--- config.mk ---
export PLATFORM = sky130hd
export DESIGN_NAME = zeroheti_obi_apb_bridge
export DESIGN_NICKNAME = d
export VERILOG_FILES = /design/src/rtl/zeroheti_pkg.sv /design/src/rtl/zeroheti_apb_timeout_cnt.sv /design/src/rtl/zeroheti_obi_apb_bridge.sv
export SDC_FILE = /design/constraint.sdc
export NUM_CORES = 1
export LEC_CHECK = 0
export CAP_MARGIN = 20
export CORE_ASPECT_RATIO = 0.8
export CORE_MARGIN = 8
export CORE_UTILIZATION = 41
export DETAILED_ROUTE_END_ITERATION = 8
export HOLD_SLACK_MARGIN = 0.12
export MAX_ROUTING_LAYER = met4
export PLACE_DENSITY = 0.8
export SLEW_MARGIN = 10
export SYNTH_ARGS = -nofsm -noshare
export SYNTH_HDL_FRONTEND = slang
export SYNTH_SLANG_ARGS = --single-unit
--- constraint.sdc ---
create_clock -name clk_i -period 2.4 [get_ports clk_i]
set_clock_uncertainty 0.1 [all_clocks]
set_input_delay 0.6 -clock clk_i [delete_from_list [all_inputs] [get_ports clk_i]]
set_output_delay 0.6 -clock clk_i [all_outputs]
set_load 0.01 [all_outputs]
--- src/rtl/zeroheti_pkg.sv ---
// rtl/zeroheti_pkg.sv - shared types and constants for the zeroheti OBI-to-APB bridge
package zeroheti_pkg;

  typedef enum logic [1:0] {
    APB_IDLE   = 2'd0,
    APB_SETUP  = 2'd1,
    APB_ACCESS = 2'd2,
    APB_RESP   = 2'd3
  } apb_bridge_state_e;

  localparam int unsigned ApbTimeoutDefault = 255;
  localparam logic [2:0]  ApbProtDefault    = 3'b000;

endpackage

--- src/rtl/zeroheti_apb_timeout_cnt.sv ---
// rtl/zeroheti_apb_timeout_cnt.sv - saturating ACCESS-phase watchdog counter
module zeroheti_apb_timeout_cnt #(
  parameter int unsigned TimeoutCycles = 255
) (
  input  logic clk_i,
  input  logic rst_ni,
  input  logic clr_i,
  input  logic en_i,
  output logic expired_o
);

  if (TimeoutCycles == 0) begin : g_off
    logic unused_inputs;
    assign unused_inputs = ^{clk_i, rst_ni, clr_i, en_i};
    assign expired_o     = 1'b0;
  end else begin : g_cnt
    localparam int unsigned CntWidth = $clog2(TimeoutCycles + 1);
    localparam logic [CntWidth-1:0] Limit = CntWidth'(TimeoutCycles);

    logic [CntWidth-1:0] cnt_q;
    logic [CntWidth-1:0] cnt_inc;

    always_comb begin
      cnt_inc = (cnt_q == Limit) ? cnt_q : cnt_q + CntWidth'(1);
    end

    always_ff @(posedge clk_i) begin
      if (!rst_ni) begin
        cnt_q <= '0;
      end else if (clr_i) begin
        cnt_q <= '0;
      end else if (en_i) begin
        cnt_q <= cnt_inc;
      end
    end

    // Fires in the cycle whose increment brings the count to the limit.
    assign expired_o = en_i && (cnt_inc == Limit);
  end

endmodule

--- src/rtl/zeroheti_obi_apb_bridge.sv ---
// rtl/zeroheti_obi_apb_bridge.sv - single-outstanding OBI subordinate to APB4 manager bridge
module zeroheti_obi_apb_bridge
  import zeroheti_pkg::*;
#(
  parameter int unsigned AddrWidth     = 32,
  parameter int unsigned DataWidth     = 32,
  parameter int unsigned TimeoutCycles = ApbTimeoutDefault
) (
  input  logic                   clk_i,
  input  logic                   rst_ni,
  input  logic                   obi_req_i,
  output logic                   obi_gnt_o,
  input  logic [AddrWidth-1:0]   obi_addr_i,
  input  logic                   obi_we_i,
  input  logic [DataWidth/8-1:0] obi_be_i,
  input  logic [DataWidth-1:0]   obi_wdata_i,
  output logic                   obi_rvalid_o,
  output logic [DataWidth-1:0]   obi_rdata_o,
  output logic                   obi_err_o,
  output logic [AddrWidth-1:0]   paddr_o,
  output logic                   psel_o,
  output logic                   penable_o,
  output logic                   pwrite_o,
  output logic [DataWidth-1:0]   pwdata_o,
  output logic [DataWidth/8-1:0] pstrb_o,
  output logic [2:0]             pprot_o,
  input  logic [DataWidth-1:0]   prdata_i,
  input  logic                   pready_i,
  input  logic                   pslverr_i
);

  localparam int unsigned BeWidth = DataWidth / 8;

  apb_bridge_state_e state_q, state_d;

  logic [AddrWidth-1:0] addr_q;
  logic                 we_q;
  logic [BeWidth-1:0]   strb_q;
  logic [DataWidth-1:0] wdata_q;
  logic [DataWidth-1:0] rdata_q;
  logic                 err_q;
  logic                 cnt_clr;
  logic                 cnt_en;
  logic                 expired;

  zeroheti_apb_timeout_cnt #(
    .TimeoutCycles(TimeoutCycles)
  ) i_timeout_cnt (
    .clk_i    (clk_i),
    .rst_ni   (rst_ni),
    .clr_i    (cnt_clr),
    .en_i     (cnt_en),
    .expired_o(expired)
  );

  always_ff @(posedge clk_i) begin
    if (!rst_ni) begin
      state_q <= APB_IDLE;
    end else begin
      state_q <= state_d;
    end
  end

  always_comb begin
    state_d      = state_q;
    obi_gnt_o    = 1'b0;
    obi_rvalid_o = 1'b0;
    psel_o       = 1'b0;
    penable_o    = 1'b0;
    cnt_clr      = 1'b0;
    cnt_en       = 1'b0;
    case (state_q)
      APB_IDLE: begin
        obi_gnt_o = 1'b1;
        if (obi_req_i) begin
          state_d = APB_SETUP;
          cnt_clr = 1'b1;
        end
      end
      APB_SETUP: begin
        psel_o  = 1'b1;
        state_d = APB_ACCESS;
      end
      APB_ACCESS: begin
        psel_o    = 1'b1;
        penable_o = 1'b1;
        cnt_en    = 1'b1;
        if (pready_i || expired) begin
          state_d = APB_RESP;
        end
      end
      APB_RESP: begin
        obi_rvalid_o = 1'b1;
        state_d      = APB_IDLE;
      end
      default: state_d = APB_IDLE;
    endcase
  end

  // Request fields are frozen at the grant so the APB side stays stable through ACCESS.
  always_ff @(posedge clk_i) begin
    if (!rst_ni) begin
      addr_q  <= '0;
      we_q    <= 1'b0;
      strb_q  <= '0;
      wdata_q <= '0;
      rdata_q <= '0;
      err_q   <= 1'b0;
    end else begin
      if (state_q == APB_IDLE && obi_req_i) begin
        addr_q  <= {obi_addr_i[AddrWidth-1:2], 2'b00};
        we_q    <= obi_we_i;
        strb_q  <= obi_we_i ? obi_be_i : '0;
        wdata_q <= obi_wdata_i;
      end
      if (state_q == APB_ACCESS) begin
        if (pready_i) begin
          err_q   <= pslverr_i;
          rdata_q <= (we_q || pslverr_i) ? '0 : prdata_i;
        end else if (expired) begin
          err_q   <= 1'b1;
          rdata_q <= '0;
        end
      end
    end
  end

  assign paddr_o     = addr_q;
  assign pwrite_o    = we_q;
  assign pwdata_o    = wdata_q;
  assign pstrb_o     = strb_q;
  assign pprot_o     = ApbProtDefault;
  assign obi_rdata_o = obi_rvalid_o ? rdata_q : '0;
  assign obi_err_o   = obi_rvalid_o ? err_q : 1'b0;

endmodule

==> metrics.md <==
| Metric | Value |
|---|---|
| Reg2Reg Capture Point | `rdata_q[12]$_SDFFE_PN0P_` |
| Final period util | `95.6%` |
| Setup Crit Path Kind | `flop to output pin` |
| Sequential area share after synthesis | `48.0%` |
| EDFF count, synth | `0` |
| Setup_tns | `0 ps` |
| Chip width | `134 um` |
| Syn avg cell area | `8.14 um^2` |
| Critical path peak fanout | `17` |
| Diode count | `0` |
| Layout Area Growth over Synthesis | `56.1%` |
| Synthesized area | `4580 um^2` |
| Slew @ Worst Pin | `600 ps` |
| First-pass GRT wire length | `23600 um` |
| Reg2reg setup slack | `160 ps` |
| HP Class | `flop to flop` |
| Initial antenna violation count | `0` |
| Die ar. | `14800 um^2` |
| Hold Path Sink | `pstrb_o[3]$_SDFFE_PN0P_` |
| Reg power frac | `40.2%` |
| Largest net degree at the start of global routing | `68` |
| Type of destination of the critical path | `output pin` |
| Multi-input gate area | `2190 um^2` |
| DRT Wirelength | `14800 um` |
| Top FF cell, synth | `dfxtp_1` |
| Placed Cells | `884` |
| Sw frac | `32.9%` |
| Fill cells | `921` |
| Pwr Density | `769 nW/um^2` |
| Antenna viol nets, final | `0` |
| Die H | `111 um` |
| Drt wl/cell | `16.4 um` |
| Worst EP required | `1700 ps` |
| Worst hold slack | `350 ps` |
| Root Buffer | `clkbuf_16` |
| Share of layout cells above drive strength 1 | `5.81%` |
| Hold path depth | `2` |
| Vias in the first global route | `4700` |
| Initial Utilization | `42.1%` |
| Clock sinks | `110` |
| CTS tree | `done` |
| Ys async rst share | `0%` |
| Library cells used by synthesis | `34` |
| Internal power | `3.69 mW` |
| Rows | `34` |
| Worst vdd ir | `0.000505 V` |
| PortBufs | `207` |
| Clock Pin Slew Worst Setup and Hold Paths | `70 ps` |
| Vias after detailed routing | `4608` |
| Max H-tree Level | `3` |
| CP startpoint kind | `flop` |
| Worst R2R Path Depth | `8` |
| Starting DRT DRC Count | `356` |
| Sequential cell area | `2210 um^2` |
| Total global-route track usage | `20.1%` |
| CP arrival | `1590 ps` |
| RSZ-0062 raised after global routing | `no` |
| Worst Setup SP | `state_q[1]$_SDFFE_PN0P_` |
| CTS Buf Count | `9` |
| Rel. slew slack | `59.6%` |
| Vias per inst | `5.11` |
| Placer Congestion | `0.771` |
| Yosys reg bits | `110` |
| Fin cells | `901` |
| Max-cap violations | `0` |
| Dpl cell area | `6830 um^2` |
| Finish-stage setup viols | `0` |
| Cts-stage hold buffer count | `0` |
| Status | `complete, no violations` |
| I/O Pins | `215` |
| Synth warn | `0` |
| Design Area, Final | `7160 um^2` |
| Fin crit period | `2290 ps` |
| Commonest non-fill, non-tap cell in the layout | `clkdlybuf4s50_1` |
| Later-pin clock latency in the skew report | `340 ps` |
| Syn Inst Count | `563` |
| Clock tree buffer depth | `2` |
| Detailed Place HPWL | `10900 um` |
| Max Clock Freq | `436 MHz` |
| Worst hold start | `pstrb_o[3]$_SDFFE_PN0P_` |
| Psw | `1.81 mW` |
| Comb pwr share | `34.6%` |
| Clock Power Share | `25.2%` |
| Pre-antenna DRT Iters | `4` |
| Leak | `2.77 nW` |
| Endpoints failing hold | `0` |
| Slew Viols, Final | `0` |
| Reg2Reg Launch Point | `i_timeout_cnt.g_cnt.cnt_q[0]$_SDFFE_PP0P_` |
| Most frequent cells in the layout | `173 x clkdlybuf4s50_1, 171 x nand2_1, 108 x dfxtp_1, 74 x a21oi_1, 33 x and2_1` |
| Drt drc | `0` |
| Total congestion overflow | `0` |
| Final nets | `862` |
| Core Box Area | `10900 um^2` |
==> through the flow <==
stage,power [mW],utilization (%),worst slack (ps)
global route,5.84,65.7,3.80
floorplan,3.14,-,283
detailed placement,4.12,62.7,55.0
global placement,4.05,62.7,129
finish,5.51,65.7,105
CTS,5.57,65.4,1.80
==> worst max path at each step <==
| stage | end | slack, ps | depth (start not counted) |
|---|---|---|---|
| floorplan | rdata_q[0]$_SDFFE_PN0P_ | 280 | 8 |
| global placement | rdata_q[27]$_SDFFE_PN0P_ | 130 | 8 |
| detailed placement | rdata_q[12]$_SDFFE_PN0P_ | 50 | 8 |
| CTS | obi_rdata_o[21] | 2 | 4 |
| global route | rdata_q[22]$_SDFFE_PN0P_ | 4 | 8 |
| finish | obi_rdata_o[18] | 110 | 4 |
==> kinds of logic after synthesis <==
kind of cell	count (synthesis)	synth area share (%)
AND/OR/NAND/NOR	235	22.4
AO/OA/AOI/OAI	148	21.4
flip-flops	110	48.0
buffers and inverters	58	5.49
adder cells (fa/ha/maj)	4	1.09
multiplexers	4	0.874
XOR/XNOR	3	0.573
other	1	0.0818
==> critical path, stage by stage (launching register included) <==
cell	delay, ps
dfxtp_4	370
ha_4	170
bufbuf_16	280
and2_1	160
dlygate4sd2_1	280
==> state kept, by name (all words and copies together) (netlist names) <==
name	flops
state_q	2
rdata_q	32
err_q	1
pstrb_o	4
pwdata_o	32
paddr_o	30
pwrite_o	1
i_timeout_cnt.g_cnt.cnt_q	8
==> per-layer routing <==
metal | share of wire (%) | routed length, um | global-route usage (%)
met1 | 40 | 5860 | 20.7
met2 | 51 | 7510 | 34.4
met3 | 7.1 | 1050 | 7.25
met4 | 2.7 | 398 | 7.62
met5 | 0 | 0 | -
==> synth_stat cells (all sizes together) (2+ instances only) <==
| library cell | number | area, um^2 |
|---|---|---|
| nand2 | 172 | 646 |
| ha | 4 | 50.1 |
| a311oi | 32 | 280 |
| a21oi | 74 | 370 |
| nor2 | 9 | 33.8 |
| xnor2 | 3 | 26.3 |
| inv | 10 | 37.5 |
| and2 | 34 | 213 |
| and4 | 4 | 35.0 |
| nand4 | 2 | 12.5 |
| buf | 12 | 78.8 |
| dfxtp | 110 | 2200 |
| o21ai | 5 | 25.0 |
| a21boi | 30 | 225 |
| clkbuf | 36 | 135 |
| mux2i | 4 | 40.0 |
| nand3 | 7 | 40.0 |
| nor3 | 2 | 10.0 |
==> power groups by stage <==
stage	registers (mW)	clock network [mW]	logic, mW
after floorplan	2.31	0	0.831
after global placement	2.22	0	1.83
after detailed placement	2.24	0	1.88
after CTS	2.21	1.44	1.92
after global routing	2.24	1.51	2.08
final	2.21	1.39	1.90
==> area by class of cell <==
type | count | area share [%]
Tap cell | 144 | 2.52
Clock inverter | 6 | 0.664
Clock buffer | 10 | 3.20
Sequential cell | 110 | 30.8
Timing Repair Buffer | 222 | 31.7
Multi-Input combinational cell | 399 | 30.5
Inverter | 10 | 0.525
==> timing repair <==
action,CTS,global route
endpoints found under the setup margin,34,43
pin swaps,1,0
buffers inserted,0,0
gates resized for setup,31,12
cloned,1,0
Power figures use the tool's default switching activity.
